==> config.mk <==
export PLATFORM = sky130hd
export DESIGN_NAME = alu_arb_flat
export DESIGN_NICKNAME = d
export VERILOG_FILES = /design/src/rtl/alu_arb_if.sv /design/src/rtl/alu_arb.sv /design/src/flat_wrapper.sv
export SDC_FILE = /design/constraint.sdc
export NUM_CORES = 1
export LEC_CHECK = 0
export ABC_AREA = 1
export CORE_UTILIZATION = 43
export CTS_BUF_LIST = sky130_fd_sc_hd__clkbuf_4
export CTS_CLUSTER_DIAMETER = 120
export DETAILED_ROUTE_END_ITERATION = 12
export HOLD_SLACK_MARGIN = 0.08
export PLACE_DENSITY = 0.95
export SLEW_MARGIN = 0
export SYNTH_ARGS = -nofsm -noshare
export SYNTH_HDL_FRONTEND = slang
export SYNTH_SLANG_ARGS = --single-unit
==> constraint.sdc <==
create_clock -name clk -period 3.35 [get_ports clk]
set_input_delay 0.67 -clock clk [delete_from_list [all_inputs] [get_ports clk]]
set_output_delay 0.67 -clock clk [all_outputs]
set_load 0.03 [all_outputs]
==> src/rtl/alu_arb_if.sv <==
// Request, response and ALU-side signals of the shared-ALU arbiter.
// The slave modport is the arbiter's view; master is the environment (requesters and ALU).
interface alu_arb_if #(
    parameter int DATA_W = 8,
    parameter int OP_W   = 3,
    parameter int SH_W   = 4
);
    logic              req0_valid;
    logic              req0_ready;
    logic [DATA_W-1:0] req0_a;
    logic [DATA_W-1:0] req0_b;
    logic [OP_W-1:0]   req0_op;
    logic [SH_W-1:0]   req0_shamt;

    logic              req1_valid;
    logic              req1_ready;
    logic [DATA_W-1:0] req1_a;
    logic [DATA_W-1:0] req1_b;
    logic [OP_W-1:0]   req1_op;
    logic [SH_W-1:0]   req1_shamt;

    logic              rsp0_valid;
    logic              rsp0_ready;
    logic              rsp1_valid;
    logic              rsp1_ready;
    logic [DATA_W-1:0] rsp_data;
    logic [3:0]        rsp_flags;

    logic [DATA_W-1:0] alu_a;
    logic [DATA_W-1:0] alu_b;
    logic [OP_W-1:0]   alu_op;
    logic [SH_W-1:0]   alu_shamt;
    logic [DATA_W-1:0] alu_out;
    logic [3:0]        alu_flags;

    modport slave (
        input  req0_valid, req0_a, req0_b, req0_op, req0_shamt,
        output req0_ready,
        input  req1_valid, req1_a, req1_b, req1_op, req1_shamt,
        output req1_ready,
        output rsp0_valid, rsp1_valid, rsp_data, rsp_flags,
        input  rsp0_ready, rsp1_ready,
        output alu_a, alu_b, alu_op, alu_shamt,
        input  alu_out, alu_flags
    );

    modport master (
        output req0_valid, req0_a, req0_b, req0_op, req0_shamt,
        input  req0_ready,
        output req1_valid, req1_a, req1_b, req1_op, req1_shamt,
        input  req1_ready,
        input  rsp0_valid, rsp1_valid, rsp_data, rsp_flags,
        output rsp0_ready, rsp1_ready,
        input  alu_a, alu_b, alu_op, alu_shamt,
        output alu_out, alu_flags
    );
endinterface

==> src/rtl/alu_arb.sv <==
// Two-requester arbiter/sequencer for the shared registered ALU; round-robin by default,
// fixed priority (requester 0 first) when ALU_ARB_PRIO_EN is defined.
//
// state | meaning
// IDLE  | grant offered; operands latched into alu_* on handshake
// EXEC  | ALU registers its result at the end of this cycle
// CAPT  | alu_out/alu_flags captured into the response registers
// RESP  | response held until the owner takes it
module alu_arb #(
    parameter int DATA_W = 8,
    parameter int OP_W   = 3,
    parameter int SH_W   = 4
) (
    input  logic     clk,
    input  logic     rst,
    alu_arb_if.slave bus
);
    typedef enum logic [1:0] {IDLE, EXEC, CAPT, RESP} state_t;

    state_t            state_q, state_d;
    logic              last_grant_q, last_grant_d;
    logic              owner_q, owner_d;
    logic              rsp_valid_q, rsp_valid_d;
    logic [DATA_W-1:0] alu_a_q, alu_a_d;
    logic [DATA_W-1:0] alu_b_q, alu_b_d;
    logic [OP_W-1:0]   alu_op_q, alu_op_d;
    logic [SH_W-1:0]   alu_shamt_q, alu_shamt_d;
    logic [DATA_W-1:0] rsp_data_q, rsp_data_d;
    logic [3:0]        rsp_flags_q, rsp_flags_d;

    logic gnt_any;
    logic gnt_sel;
    logic accept;
    logic owner_ready;

    always_comb begin
        gnt_any = bus.req0_valid | bus.req1_valid;
`ifdef ALU_ARB_PRIO_EN
        gnt_sel = ~bus.req0_valid;
`else
        gnt_sel = (bus.req0_valid & bus.req1_valid) ? ~last_grant_q : bus.req1_valid;
`endif
        // Ready is combinational, so it must also be forced low while reset is held.
        accept      = (state_q == IDLE) & gnt_any & ~rst;
        owner_ready = owner_q ? bus.rsp1_ready : bus.rsp0_ready;
    end

    always_comb begin
        state_d      = state_q;
        last_grant_d = last_grant_q;
        owner_d      = owner_q;
        rsp_valid_d  = rsp_valid_q;
        alu_a_d      = alu_a_q;
        alu_b_d      = alu_b_q;
        alu_op_d     = alu_op_q;
        alu_shamt_d  = alu_shamt_q;
        rsp_data_d   = rsp_data_q;
        rsp_flags_d  = rsp_flags_q;
        case (state_q)
            IDLE: begin
                if (accept) begin
                    alu_a_d      = gnt_sel ? bus.req1_a     : bus.req0_a;
                    alu_b_d      = gnt_sel ? bus.req1_b     : bus.req0_b;
                    alu_op_d     = gnt_sel ? bus.req1_op    : bus.req0_op;
                    alu_shamt_d  = gnt_sel ? bus.req1_shamt : bus.req0_shamt;
                    owner_d      = gnt_sel;
                    last_grant_d = gnt_sel;
                    state_d      = EXEC;
                end
            end
            EXEC: state_d = CAPT;
            CAPT: begin
                rsp_data_d  = bus.alu_out;
                rsp_flags_d = bus.alu_flags;
                rsp_valid_d = 1'b1;
                state_d     = RESP;
            end
            RESP: begin
                if (owner_ready) begin
                    rsp_valid_d = 1'b0;
                    state_d     = IDLE;
                end
            end
            default: state_d = IDLE;
        endcase
    end

    always_ff @(posedge clk or posedge rst) begin
        if (rst) begin
            state_q      <= IDLE;
            last_grant_q <= 1'b1;
            owner_q      <= 1'b0;
            rsp_valid_q  <= 1'b0;
            alu_a_q      <= '0;
            alu_b_q      <= '0;
            alu_op_q     <= '0;
            alu_shamt_q  <= '0;
            rsp_data_q   <= '0;
            rsp_flags_q  <= '0;
        end else begin
            state_q      <= state_d;
            last_grant_q <= last_grant_d;
            owner_q      <= owner_d;
            rsp_valid_q  <= rsp_valid_d;
            alu_a_q      <= alu_a_d;
            alu_b_q      <= alu_b_d;
            alu_op_q     <= alu_op_d;
            alu_shamt_q  <= alu_shamt_d;
            rsp_data_q   <= rsp_data_d;
            rsp_flags_q  <= rsp_flags_d;
        end
    end

    assign bus.req0_ready = accept & ~gnt_sel;
    assign bus.req1_ready = accept & gnt_sel;
    assign bus.rsp0_valid = rsp_valid_q & ~owner_q;
    assign bus.rsp1_valid = rsp_valid_q & owner_q;
    assign bus.rsp_data   = rsp_data_q;
    assign bus.rsp_flags  = rsp_flags_q;
    assign bus.alu_a      = alu_a_q;
    assign bus.alu_b      = alu_b_q;
    assign bus.alu_op     = alu_op_q;
    assign bus.alu_shamt  = alu_shamt_q;
endmodule

==> src/flat_wrapper.sv <==
// flat-port wrapper written by rule: the top's interface ports become plain ports
module alu_arb_flat 
#(
    parameter int DATA_W = 8,
    parameter int OP_W   = 3,
    parameter int SH_W   = 4
)
  (clk, rst, bus_req0_valid, bus_req0_a, bus_req0_b, bus_req0_op, bus_req0_shamt, bus_req0_ready, bus_req1_valid, bus_req1_a, bus_req1_b, bus_req1_op, bus_req1_shamt, bus_req1_ready, bus_rsp0_valid, bus_rsp1_valid, bus_rsp_data, bus_rsp_flags, bus_rsp0_ready, bus_rsp1_ready, bus_alu_a, bus_alu_b, bus_alu_op, bus_alu_shamt, bus_alu_out, bus_alu_flags);
  alu_arb_if #(.DATA_W(DATA_W), .OP_W(OP_W), .SH_W(SH_W)) bus_i ();
  input  logic clk;
  input  logic rst;
  input wire logic [$bits(bus_i.req0_valid)-1:0] bus_req0_valid;
  input wire logic [$bits(bus_i.req0_a)-1:0] bus_req0_a;
  input wire logic [$bits(bus_i.req0_b)-1:0] bus_req0_b;
  input wire logic [$bits(bus_i.req0_op)-1:0] bus_req0_op;
  input wire logic [$bits(bus_i.req0_shamt)-1:0] bus_req0_shamt;
  output wire logic [$bits(bus_i.req0_ready)-1:0] bus_req0_ready;
  input wire logic [$bits(bus_i.req1_valid)-1:0] bus_req1_valid;
  input wire logic [$bits(bus_i.req1_a)-1:0] bus_req1_a;
  input wire logic [$bits(bus_i.req1_b)-1:0] bus_req1_b;
  input wire logic [$bits(bus_i.req1_op)-1:0] bus_req1_op;
  input wire logic [$bits(bus_i.req1_shamt)-1:0] bus_req1_shamt;
  output wire logic [$bits(bus_i.req1_ready)-1:0] bus_req1_ready;
  output wire logic [$bits(bus_i.rsp0_valid)-1:0] bus_rsp0_valid;
  output wire logic [$bits(bus_i.rsp1_valid)-1:0] bus_rsp1_valid;
  output wire logic [$bits(bus_i.rsp_data)-1:0] bus_rsp_data;
  output wire logic [$bits(bus_i.rsp_flags)-1:0] bus_rsp_flags;
  input wire logic [$bits(bus_i.rsp0_ready)-1:0] bus_rsp0_ready;
  input wire logic [$bits(bus_i.rsp1_ready)-1:0] bus_rsp1_ready;
  output wire logic [$bits(bus_i.alu_a)-1:0] bus_alu_a;
  output wire logic [$bits(bus_i.alu_b)-1:0] bus_alu_b;
  output wire logic [$bits(bus_i.alu_op)-1:0] bus_alu_op;
  output wire logic [$bits(bus_i.alu_shamt)-1:0] bus_alu_shamt;
  input wire logic [$bits(bus_i.alu_out)-1:0] bus_alu_out;
  input wire logic [$bits(bus_i.alu_flags)-1:0] bus_alu_flags;
  assign bus_i.req0_valid = bus_req0_valid;
  assign bus_i.req0_a = bus_req0_a;
  assign bus_i.req0_b = bus_req0_b;
  assign bus_i.req0_op = bus_req0_op;
  assign bus_i.req0_shamt = bus_req0_shamt;
  assign bus_req0_ready = bus_i.req0_ready;
  assign bus_i.req1_valid = bus_req1_valid;
  assign bus_i.req1_a = bus_req1_a;
  assign bus_i.req1_b = bus_req1_b;
  assign bus_i.req1_op = bus_req1_op;
  assign bus_i.req1_shamt = bus_req1_shamt;
  assign bus_req1_ready = bus_i.req1_ready;
  assign bus_rsp0_valid = bus_i.rsp0_valid;
  assign bus_rsp1_valid = bus_i.rsp1_valid;
  assign bus_rsp_data = bus_i.rsp_data;
  assign bus_rsp_flags = bus_i.rsp_flags;
  assign bus_i.rsp0_ready = bus_rsp0_ready;
  assign bus_i.rsp1_ready = bus_rsp1_ready;
  assign bus_alu_a = bus_i.alu_a;
  assign bus_alu_b = bus_i.alu_b;
  assign bus_alu_op = bus_i.alu_op;
  assign bus_alu_shamt = bus_i.alu_shamt;
  assign bus_i.alu_out = bus_alu_out;
  assign bus_i.alu_flags = bus_alu_flags;
  alu_arb #(.DATA_W(DATA_W), .OP_W(OP_W), .SH_W(SH_W)) u_core (.clk(clk), .rst(rst), .bus(bus_i));
endmodule
Yosys cells after proc, flatten, opt, wreduce, memory -nomap -nowiden
Index checks and enable logic that the tools add are counted.
Widths: inputs -> output; s select.
Word-level totals
  register bits after elaboration: 40
  input bits: 64
  output and inout bits: 39
  logic and storage cells: 43
Operators by class
  eq/ne operators: 5
  multiplexer cells: 11
  bitwise logic cells: 12
  reductions and logical operators: 5
Operators by type and width (count)
  $mux 8: 2
  $pmux 2 s4: 1
  $and 1x1->1: 7
  $reduce_and 2->1: 3
  $eq 2x2->1 const B: 2
  $mux 2: 2
  $mux 4: 1
  $ne 2x1->1 const B: 2
  $not 1->1: 4
  $mux 1: 3
  $mux 3: 1
  $eq 2x1->1 const B: 1
  $logic_not 2->1: 1
  $pmux 1 s2: 1
  $reduce_bool 2->1: 1
  $or 1x1->1: 1

Longest topological paths before layout
Gate-level depths: netlist of run 1.
  depth after elaboration: 5
  gate-level depth with buffers: 8
  depth with buffers taken out: 7

Worst setup path after synthesis of run 1
Ideal clock, no wire load.
  path kind: input to output
  start point: input rst
  end point: output bus_req0_ready
  arrival time: 2153 ps
  data required time: 2680 ps
  setup slack: 527 ps
  cell stages on the path: 6
  path buffers: 1
  path through: inv_2 > nand2_1 > nor2_4 > inv_2 > buf_6 > nor2_1
On the way
  longest elaborated chain between the ends: 3
Ends and longest elaborated chain
  start, declared: RTL line flat_wrapper.sv:11  | input logic rst;
  $not 1->1: RTL line alu_arb.sv:44  | accept = (state_q == IDLE) & gnt_any & ~rst;
  $and 1x1->1: RTL line alu_arb.sv:44
  $and 1x1->1: RTL line alu_arb.sv:114  | assign bus.req0_ready = accept & ~gnt_sel;
  end, declared: RTL line flat_wrapper.sv:17  | output wire logic [$bits(bus_i.req0_ready)-1:0] bus_req0_ready;
Every way passes these cells.

Final worst setup path of run 1
  start point: input bus_req0_valid
  end point: output bus_req1_ready
On the way
  longest elaborated chain between the ends: 4
  elaborated cells between the ends (all ways): 6
  classes of those cells: 1 x mux; 5 x bitwise
Ends and longest elaborated chain
  start, declared: RTL line flat_wrapper.sv:12  | input wire logic [$bits(bus_i.req0_valid)-1:0] bus_req0_valid;
  $or 1x1->1: RTL line alu_arb.sv:37  | gnt_any = bus.req0_valid | bus.req1_valid;
  $and 1x1->1 (2 in a row): RTL line alu_arb.sv:44
  $and 1x1->1 (*): RTL line alu_arb.sv:115  | assign bus.req1_ready = accept & gnt_sel;
  end, declared: RTL line flat_wrapper.sv:23  | output wire logic [$bits(bus_i.req1_ready)-1:0] bus_req1_ready;
Mark *: on every way between the ends. The rest lies on a longest branch, timed or not.

==> metrics.md, run 1 <==
| Metric | Value |
|---|---|
| Slew @ Worst Pin | `0.606 ns` |
| Worst Hold End | `u_core.last_grant_q$_DFFE_PP1P_` |
| Htree depth | `2` |
| Crit. End Element | `output pin` |
| Starting DRT DRC Count | `71` |
| CTS tree | `yes` |
| Hold Path Class | `flop to flop` |
| Initial Util | `46.3%` |
| Reg2reg start | `u_core.state_q[0]$_DFFE_PP0P_` |
| Drc violations | `0` |
| Max Slew Vio Count | `0` |
| Sw Ratio | `42.1%` |
| Router iterations before antenna repair | `4` |
| DR WL met3 | `490 um` |
| Non-Filler Instances | `394` |
| Worst Path Max Fanout | `25` |
| Vias in the first global route | `1827` |
| Clock transition at the registers of the reported paths | `0.11 ns` |
| M1 WL | `1.91 mm` |
| Reg area | `1000 um2` |
| Worst path required time | `2.68 ns` |
| Worst-skew pair later-pin latency | `0.34 ns` |
| Die H | `68.8 um` |
| Ant. Diodes | `0` |
| Post-Route Setup TNS | `0 ns` |
| Fin nets | `410` |
| Final WL | `4.87 mm` |
| Hold buffers post-CTS | `0` |
| Bufs on Longest Clock Path | `2` |
| Leak pwr | `1.54 nW` |
| Die area | `4740 um2` |
| Worst hold stages | `2` |
| Post-synth top area share | `50.8%` |
| Flop pwr share | `31.7%` |
| Crit start category | `input pin` |
| CP arrival | `2.00 ns` |
| Row count | `23` |
| Setup CP Type | `input pin to output pin` |
| Power Total | `2.63 mW` |
| Logic pwr share | `56.2%` |
| Reg-to-Reg End | `u_core.bus.alu_op[2]$_DFFE_PP0P_` |
| Layout cells sized above 1 | `9.88%` |
| Final min period | `2.67 ns` |
| Post-CTS sizing | `0` |
| Clock buffer count from CTS | `5` |
| DRT antenna net count | `0` |
| Status | `finished, final reports clean` |
| Ys Warns | `0` |
| First-pass GRT wire length | `7.64 mm` |
| Multi-input gate area | `818 um2` |
| Maximum clock rate | `375 MHz` |
| Port buffer count | `102` |
| Syn_area_per_cell | `8.04 um2` |
| Seq/Total Area, Yosys | `52.2%` |
| Maximum Capacitance Violations | `0` |
| Vias per cell | `4.75` |
| Flop-to-flop setup slack | `1.77 ns` |
| GRT Resource Usage Total | `22.2%` |
| Largest net degree at the start of global routing | `41` |
| Clk pwr share | `12.0%` |
| Sw power | `1.11 mW` |
| Worst hold start | `u_core.last_grant_q$_DFFE_PP1P_` |
| Core Area | `4140 um2` |
| Post-Syn Instances | `239` |
| Final period util | `79.6%` |
| # clock sinks | `40` |
| Placer Congestion | `0.736` |
| Die outline width | `68.8 um` |
| # setup viols final | `0` |
| Int Power | `1.53 mW` |
| Peak supply drop | `0.522 mV` |
| Final Hold Viols | `0` |
| RSZ-0062 raised after global routing | `no` |
| # fillers | `330` |
| Yosys reg bits | `40` |
| DR top layer | `met4` |
| Syn nets | `306` |
| Root Buffer | `clkbuf_4` |
| Routed vias | `1871` |
| Synth Cell Area | `1920 um2` |
| Post-layout util | `73.5%` |
| Most area-consuming cells after synthesis | `dfrtp_1, nand2_1, mux2_2` |
| Relative slew slack | `59.6%` |
| Inst Count DP | `386` |
| GRT overflow | `0` |
| Pwr dens | `864 nW/um2` |
| IO Count | `103` |
| Routed len/inst | `12.4 um` |
| Area Overhead vs Synth | `58.6%` |
| Initial antenna violation count | `0` |
| Clock Skew | `0.00606 ns` |
| R2R depth | `8` |
| WL met2 | `2.36 mm` |
| Netlist cell types | `19` |
| Post-synth top area cell | `dfrtp_1` |
| Dpl hpwl | `3.64 mm` |
| Post CTS Setup Buffer Count | `0` |
power by group through the flow:
stage | registers (mW) | clock network, mW | logic, mW
final | 0.836 | 0.317 | 1.48
after global routing | 0.862 | 0.343 | 1.60
after CTS | 0.836 | 0.323 | 1.50
after detailed placement | 0.843 | 0 | 1.50
after global placement | 0.830 | 0 | 1.47
after floorplan | 1.23 | 0 | 0.503
layout make-up:
cell class                 instances  area share (%)
timing repair buffer             106            34.3
sequential                        40            32.9
multi-input combinational        180            26.9
tap                               50            2.05
clock buffer                       6            1.48
inverter                          10            1.23
clock inverter                     2            1.15
placed cells by master, fill, tap and decap left out:
cell	count
dfstp_2	1
inv_2	3
ha_1	3
nor2_2	1
nand2_1	151
nor2_4	1
nor2_1	3
dfrtp_1	39
clkdlybuf4s50_1	100
clkinv_2	1
inv_1	7
o21ai_1	1
nand2_2	1
or2_2	1
bufinv_16	1
buf_4	6
mux2_2	12
o21ai_0	1
clkbuf_4	6
nand3_1	4
o21bai_1	1
cell usage after synthesis, drive strengths merged:
cell type,n
ha,3
nor2,5
dfstp,1
mux2,12
nand3,4
o21ai,2
o21bai,1
buf,9
nand2,152
inv,10
dfrtp,39
or2,1
state kept, by name, indices dropped and copies added, names as in the netlist:
name / flops
u_core.bus.alu_a: 8
u_core.bus.alu_b: 8
u_core.bus.rsp_data: 8
u_core.bus.alu_shamt: 4
u_core.bus.rsp_flags: 4
u_core.bus.alu_op: 3
u_core.state_q: 2
u_core.last_grant_q: 1
u_core.owner_q: 1
u_core.rsp_valid_q: 1
worst max-delay path by stage:
stage                         startpoint        endpoint  slack (ns)  depth (start not counted)
after floorplan                      rst  bus_req0_ready        0.53                          6
after global placement    bus_req1_valid  bus_req1_ready        0.74                          6
after detailed placement  bus_req0_valid  bus_req1_ready        0.67                          7
after CTS                 bus_req0_valid  bus_req1_ready        0.68                          7
after global routing      bus_req0_valid  bus_req1_ready        0.56                          7
final                     bus_req0_valid  bus_req1_ready        0.68                          7
stage by stage:
step	setup slack (ns)	hold WS (ns)	area, um2
after floorplan	0.527	0.442	1920
after global placement	0.741	0.460	2970
after detailed placement	0.671	0.468	2970
after CTS	0.676	0.485	3050
after global routing	0.556	0.522	3050
final	0.685	0.485	3050
logic make-up (layout without fill, tap and decap cells):
family                     Yosys count  in the layout  share of synthesized area [%]
and+or+nand+nor                    162            162                           32.7
DFF                                 40             40                           52.2
buffers and inverters               19            124                           5.21
muxes                               12             12                           7.04
adders and majority gates            3              3                           1.95
AOI/OAI and AO/OA                    3              3                          0.912
layer usage:
layer	vias to the layer above	GRT usage, %
met3	10	7.73
met1	852	23.1
met4	0	9.95
li1	931	-
met2	78	40.1
met5	-	0
critical path: stages:
cell	delay (ns)
clkdlybuf4s50_1	0.45
nand2_1	0.12
nand2_2	0.06
inv_2	0.31
nand2_1	0.16
inv_1	0.07
buf_4	0.15
No activity file was read; power rests on OpenSTA's default activity.
==> run 2, diff against run 1 <==
--- a/config.mk
+++ b/config.mk
@@ -6,12 +6,12 @@
 export NUM_CORES = 1
 export LEC_CHECK = 0
 export ABC_AREA = 1
-export CORE_UTILIZATION = 43
+export CORE_UTILIZATION = 40
 export CTS_BUF_LIST = sky130_fd_sc_hd__clkbuf_4
 export CTS_CLUSTER_DIAMETER = 120
 export DETAILED_ROUTE_END_ITERATION = 12
 export HOLD_SLACK_MARGIN = 0.08
-export PLACE_DENSITY = 0.95
+export PLACE_DENSITY = 0.9
 export SLEW_MARGIN = 0
 export SYNTH_ARGS = -nofsm -noshare
 export SYNTH_HDL_FRONTEND = slang
==> constraint.sdc (replaced) <==
create_clock -name clk -period 2.5 [get_ports clk]
set_input_delay 0.5 -clock clk [delete_from_list [all_inputs] [get_ports clk]]
set_output_delay 0.5 -clock clk [all_outputs]
set_load 0.03 [all_outputs]
==> run 2 against run 1 <==
Compared with the run above: clock power increased by 34%; the flow now finishes with violations (DRC); critical path type is now flop to output pin; die area is 7.3% higher; clock skew increased by 0.0018 ns; critical path depth stayed put; sequential power is 33% higher.
==> metrics.md, run 2 (synthesis results as in run 1) <==
| Metric | Value |
|---|---|
| IO Count | `103 (unchanged)` |
| Min Hold Slack | `0.477 ns (-0.00841 ns)` |
| CP max stage delay | `0.42 ns (-0.03 ns)` |
| Int Power | `2.05 mW (+34%)` |
| Final WL | `4.71 mm (-3.3%)` |
| Largest net degree at the start of global routing | `41 (unchanged)` |
| First-pass GRT wire length | `7.89 mm (+3.2%)` |
| Status | `finished with violations` |
| Relative slew slack | `58.4% (-1.1 points)` |
| Worst-skew pair later-pin latency | `0.34 ns (about the same)` |
| Port buffer count | `102 (unchanged)` |
| Crit start category | `flop` |
| Starting DRT DRC Count | `120 (+69%)` |
| CP arrival | `1.60 ns (-0.40 ns)` |
| Commonest non-fill, non-tap cell in the layout | `nand2_1` |
| Post-CTS sizing | `0 (unchanged)` |
| Crit-path leading delay family | `flip-flops` |
| Initial Util | `42.9% (-3.4 points)` |
| Reg2reg start | `u_core.state_q[0]$_DFFE_PP0P_` |
| DRT antenna net count | `0 (unchanged)` |
| Sw Ratio | `41.9% (-0.15 points)` |
| Reg-to-Reg End | `u_core.bus.rsp_flags[1]$_DFFE_PP0P_` |
| CTS tree | `yes` |
| Fin nets | `411 (+0.24%)` |
| Post CTS Setup Buffer Count | `0 (unchanged)` |
| Clock transition at the registers of the reported paths | `0.12 ns (about the same)` |
| GRT Resource Usage Total | `20.0% (-2.2 points)` |
| Clock Skew | `0.00781 ns (+0.00175 ns)` |
| CP Depth | `7 (unchanged)` |
| Sw power | `1.48 mW (+33%)` |
| Setup crit end | `bus_req0_ready` |
| Leak pwr | `1.54 nW (+0.32%)` |
| Area Overhead vs Synth | `59.2%` |
| Clk pwr share | `12.1% (about the same)` |
| Final Hold Viols | `0 (unchanged)` |
| Worst hold start | `u_core.last_grant_q$_DFFE_PP1P_` |
| Routed len/inst | `11.9 um (-4.0%)` |
| Crit-path cells | `inv_1, ha_1, nand2_1, nor2_4, inv_2, nor2_1, buf_4` |
| Root Buffer | `clkbuf_4` |
| Final period util | `83.9%` |
| Maximum Capacitance Violations | `0 (unchanged)` |
| Die outline width | `71.3 um (+3.6%)` |
| Worst Path Max Fanout | `5 (-80%)` |
| Post-Route Setup TNS | `0 ns (unchanged)` |
| Failing checks | `DRC` |
| Row count | `24 (+4.3%)` |
| Buf/Inv on CP | `3 (-1)` |
| R2R depth | `3 (-5)` |
| Core Area | `4470 um2 (+8.0%)` |
| Hold Path Class | `flop to flop` |
| Worst path required time | `2.00 ns (-0.68 ns)` |
| Most frequent cells in the layout | `nand2_1, clkdlybuf4s50_1, dfrtp_1` |
| Final min period | `2.10 ns` |
| Peak supply drop | `0.641 mV (+23%)` |
| Die area | `5080 um2 (+7.3%)` |
| Flop pwr share | `31.6% (about the same)` |
| Setup CP Type | `flop to output pin` |
| Die H | `71.3 um (+3.6%)` |
| Routed vias | `1827 (-2.4%)` |
| Layout cells sized above 1 | `10.1% (+0.26 points)` |
| Ant. Diodes | `0 (unchanged)` |
| Hold buffers post-CTS | `0 (unchanged)` |
| Drc violations | `8 (+8)` |
| Flop-to-flop setup slack | `0.93 ns (-0.84 ns)` |
| Post-layout util | `68.3% (-5.2 points)` |
| Clock buffer count from CTS | `5 (unchanged)` |
| Placer Congestion | `0.783 (+6.3%)` |
| Pwr dens | `1150 nW/um2 (+33%)` |
| GRT overflow | `0 (unchanged)` |
| Htree depth | `2 (unchanged)` |
| Bufs on Longest Clock Path | `2 (unchanged)` |
| Slew @ Worst Pin | `0.623 ns (+0.0169 ns)` |
| Max Slew Vio Count | `0 (unchanged)` |
| Logic pwr share | `56.3% (about the same)` |
| Maximum clock rate | `477 MHz` |
| Vias in the first global route | `1704 (-6.7%)` |
| # clock sinks | `40 (unchanged)` |
| Vias per cell | `4.60 (-3.1%)` |
| Dpl hpwl | `3.49 mm (-3.9%)` |
| Router iterations before antenna repair | `10 (+6)` |
| CP max stage cell | `dfrtp_1` |
| Initial antenna violation count | `0 (unchanged)` |
| RSZ-0062 raised after global routing | `no` |
| Crit. End Element | `output pin` |
| Worst Setup SP | `u_core.state_q[0]$_DFFE_PP0P_` |
| # setup viols final | `0 (unchanged)` |
run 2: per-stage QoR:
step	instances	setup WS, ns	total power [mW]	area [um2]
after floorplan	239	0.0168	2.32	1920
after global placement	389	0.472	3.09	2980
after detailed placement	389	0.445	3.13	2980
after CTS	397	0.374	3.57	3060
after global routing	397	0.241	3.76	3060
final	397	0.402	3.52	3060
run 2: tightest hold or removal path: stages, from the launching register on:
cell and delay (ns):
dfstp_2 0.39, nand2_1 0.05, nand2_1 0.04
run 2: worst min-delay path by stage:
stage          slack (ns)  cells past startpoint                              end
2_1_floorplan        0.44                      2  u_core.last_grant_q$_DFFE_PP1P_
3_3_place_gp         0.46                      2  u_core.last_grant_q$_DFFE_PP1P_
3_5_place_dp         0.46                      2  u_core.last_grant_q$_DFFE_PP1P_
4_1_cts              0.48                      2  u_core.last_grant_q$_DFFE_PP1P_
5_1_grt              0.49                      2  u_core.last_grant_q$_DFFE_PP1P_
6_report             0.48                      2  u_core.last_grant_q$_DFFE_PP1P_
run 2: power by group through the flow:
stage | combinational (mW) | sequential, mW | clock (mW)
after global placement | 1.97 | 1.12 | 0
after CTS | 2.01 | 1.12 | 0.442
final | 1.98 | 1.11 | 0.426
after global routing | 2.13 | 1.15 | 0.473
after detailed placement | 2.00 | 1.13 | 0
after floorplan | 0.674 | 1.65 | 0
run 2: area by class of cell:
type	instances	area, um2
multi-input cells	180	818
repair buffers	107	1050
inverters	10	37.5
flip-flops and latches	40	1000
fillers	390	1420
clock inverters	2	35.0
well taps	52	65.1
clock buffers	6	45.0
run 2: layer usage:
layer | track usage, % | share of wire, % | vias up
met1 | 26.0 | 44 | 835
met2 | 33.3 | 49 | 52
met5 | 0 | 0 | -
met4 | 5.56 | 1.0 | 0
met3 | 5.06 | 5.8 | 6
li1 | - | - | 934
==> run 3, diff against run 2 <==
--- a/config.mk
+++ b/config.mk
@@ -6,12 +6,12 @@
 export NUM_CORES = 1
 export LEC_CHECK = 0
 export ABC_AREA = 1
-export CORE_UTILIZATION = 40
+export CORE_UTILIZATION = 36
 export CTS_BUF_LIST = sky130_fd_sc_hd__clkbuf_4
 export CTS_CLUSTER_DIAMETER = 120
 export DETAILED_ROUTE_END_ITERATION = 12
 export HOLD_SLACK_MARGIN = 0.08
-export PLACE_DENSITY = 0.9
+export PLACE_DENSITY = 0.86
 export SLEW_MARGIN = 0
 export SYNTH_ARGS = -nofsm -noshare
 export SYNTH_HDL_FRONTEND = slang
==> constraint.sdc (replaced) <==
create_clock -name clk -period 1.9 [get_ports clk]
set_input_delay 0.38 -clock clk [delete_from_list [all_inputs] [get_ports clk]]
set_output_delay 0.38 -clock clk [all_outputs]
set_load 0.03 [all_outputs]
==> run 3 against run 2 <==
Compared with the run above: the flow now finishes without violations; final area increased by 3.8%; utilization down 6.2 points; clock power increased by 31%; largest cell class unchanged; critical path depth unchanged; sequential power rose by 32%; sequential share of layout area down 1.2 points; clock-buffer cell count stayed put; clock skew rose by 0.0083 ns; flip-flop and latch count stayed put; global-route usage fell by 1.3 points.
==> metrics.md, run 3 (synthesis results as in run 1) <==
| Metric | Value |
|---|---|
| IO Count | `103 (unchanged)` |
| # clock sinks | `40 (unchanged)` |
| Crit-path leading delay family | `flip-flops` |
| Vias per cell | `4.52 (-1.7%)` |
| Power Total | `4.79 mW (+36%)` |
| Bufs on Longest Clock Path | `2 (unchanged)` |
| Layout cells sized above 1 | `13.9% (+3.7 points)` |
| R2R depth | `6 (+3)` |
| # setup viols final | `0 (unchanged)` |
| Crit path top cell by count | `inv_2` |
| Final period util | `95.6%` |
| Maximum Capacitance Violations | `0 (unchanged)` |
| DP Worst Slack | `0.0968 ns (-0.348 ns)` |
| Crit start category | `flop` |
| Inst Count DP | `410 (+5.4%)` |
| Dpl hpwl | `3.88 mm (+11%)` |
| Clock transition at the registers of the reported paths | `0.12 ns (about the same)` |
| Reg area | `1000 um2 (unchanged)` |
| Htree depth | `2 (unchanged)` |
| Starting DRT DRC Count | `83 (-31%)` |
| Status | `finished, final reports clean` |
| Final Hold Viols | `0 (unchanged)` |
| CTS tree | `yes` |
| Maximum clock rate | `550 MHz` |
| Post-DP Area | `3030 um2 (+1.7%)` |
| Die outline width | `75.0 um (+5.3%)` |
| Buf/Inv on CP | `3 (unchanged)` |
| Routed vias | `1913 (+4.7%)` |
| Routed len/inst | `12.1 um (+1.7%)` |
| Crit-path cells | `inv_2, ha_4, nand2_4, nor2_4, inv_2, nor2_2, buf_6` |
| Clock Skew | `0.0161 ns (+0.00826 ns)` |
| Max Slew Vio Count | `0 (unchanged)` |
| Fin nets | `419 (+1.9%)` |
| Post-layout util | `62.1% (-6.2 points)` |
| GRT Resource Usage Total | `18.7% (-1.3 points)` |
| Setup CP Type | `flop to output pin` |
| CP arrival | `1.44 ns (-0.16 ns)` |
| Drc violations | `0 (-8)` |
| Row count | `26 (+8.3%)` |
| Hold Path Class | `flop to flop` |
| Worst hold stages | `2 (unchanged)` |
| Min Hold Slack | `0.492 ns (+0.0146 ns)` |
| Final min period | `1.82 ns` |
| Core Area | `5110 um2 (+14%)` |
| Router iterations before antenna repair | `4 (-6)` |
| Die H | `75.0 um (+5.3%)` |
| DRT antenna net count | `0 (unchanged)` |
| RSZ-0062 raised after global routing | `no` |
| Peak supply drop | `0.794 mV (+24%)` |
| Multi-input gate area | `843 um2 (+3.1%)` |
| Largest net degree at the start of global routing | `41 (unchanged)` |
| Initial antenna violation count | `0 (unchanged)` |
| Pwr dens | `1510 nW/um2 (+31%)` |
| Worst-skew pair later-pin latency | `0.33 ns (about the same)` |
| Post-Route Setup TNS | `0 ns (unchanged)` |
| Final WL | `5.11 mm (+8.4%)` |
| CP max stage cell | `dfrtp_1` |
| Commonest non-fill, non-tap cell in the layout | `nand2_1` |
| Die area | `5630 um2 (+11%)` |
| Most frequent cells in the layout | `nand2_1, clkdlybuf4s50_1, dfrtp_1` |
| Slew @ Worst Pin | `0.615 ns (-0.00828 ns)` |
| Ant. Diodes | `0 (unchanged)` |
| Design area | `3170 um2 (+3.8%)` |
| Worst Path Max Fanout | `3 (-2)` |
| Non-Filler Instances | `423 (+6.5%)` |
| Leak pwr | `1.59 nW (+3.3%)` |
| Root Buffer | `clkbuf_4` |
| Crit. End Element | `output pin` |
| Area Overhead vs Synth | `65.1%` |
| Worst path required time | `1.52 ns (-0.48 ns)` |
| Clock buffer count from CTS | `5 (unchanged)` |
| First-pass GRT wire length | `7.83 mm (-0.70%)` |
| # fillers | `451 (+16%)` |
| Relative slew slack | `59.0% (+0.55 points)` |
| Placer Congestion | `0.734 (-6.3%)` |
| Port buffer count | `102 (unchanged)` |
| Initial Util | `37.6% (-5.3 points)` |
| CP max stage delay | `0.41 ns (about the same)` |
| GRT overflow | `0 (unchanged)` |
| CP Depth | `7 (unchanged)` |
| Slack of the critical path | `0.0827 ns (-0.320 ns)` |
| Vias in the first global route | `1797 (+5.5%)` |
run 3: changes by cell type in the layout (fill, tap and decap cells not counted), moves of 2 or more:
| cell | previous run | this run |
|---|---|---|
| buf_6 | 0 | 2 |
| dlygate4sd2_1 | 0 | 2 |
| clkdlybuf4s50_1 | 100 | 98 |
| buf_4 | 7 | 13 |
| inv_1 | 7 | 5 |
| nand2_1 | 151 | 149 |
run 3: worst paths after layout:
check	from	to	slack [ns]
max	u_core.state_q[0]$_DFFE_PP0P_	bus_req0_ready	0.08
min	u_core.bus.alu_shamt[1]$_DFFE_PP0P_	u_core.bus.alu_shamt[1]$_DFFE_PP0P_	0.49
max reg2reg	u_core.state_q[1]$_DFFE_PP0P_	u_core.state_q[0]$_DFFE_PP0P_	0.20
min reg2reg	u_core.bus.alu_shamt[1]$_DFFE_PP0P_	u_core.bus.alu_shamt[1]$_DFFE_PP0P_	0.49
max in group asynchronous	rst	u_core.last_grant_q$_DFFE_PP1P_	0.96
min in group asynchronous	rst	u_core.bus.alu_shamt[2]$_DFFE_PP0P_	0.57
run 3: area by class of cell:
| cell class | instances | share of cell area (%) |
|---|---|---|
| inverters | 10 | 1.26 |
| flip-flops and latches | 40 | 31.6 |
| clock inverters | 2 | 1.10 |
| well taps | 70 | 2.76 |
| repair buffers | 115 | 35.3 |
| multi-input cells | 180 | 26.6 |
| clock buffers | 6 | 1.42 |
run 3: worst reg2reg max path, cell delays in order (launching register included):
cell and delay (ns):
dfrtp_1 0.41, buf_4 0.14, buf_4 0.13, ha_1 0.39, or2_2 0.38, nand3_1 0.10, nand2_1 0.06
run 3: routing by layer:
| metal | routed length [um] | vias up | GRT usage (%) |
|---|---|---|---|
| met5 | 0 | - | 0 |
| met4 | 141 | 0 | 10.9 |
| met3 | 237 | 10 | 2.68 |
| met2 | 2580 | 66 | 33.7 |
| met1 | 2150 | 884 | 21.1 |
| li1 | - | 953 | - |
run 3: timing repair:
item                                    in CTS  in global routing
endpoints found under the setup margin       4                  2
gates resized for setup                      6                  5
hold buffers                                 0                  0
pin swaps                                    2                  2
setup buffers                                4                  1
run 3: where the power goes:
| group | internal, mW | leakage (nW) | switching, mW | total, mW |
|---|---|---|---|---|
| combinational | 1.24 | 1.06 | 1.53 | 2.76 |
| sequential | 1.25 | 0.488 | 0.211 | 1.47 |
| clock | 0.290 | 0.0456 | 0.266 | 0.556 |
| total | 2.78 | 1.59 | 2.00 | 4.79 |
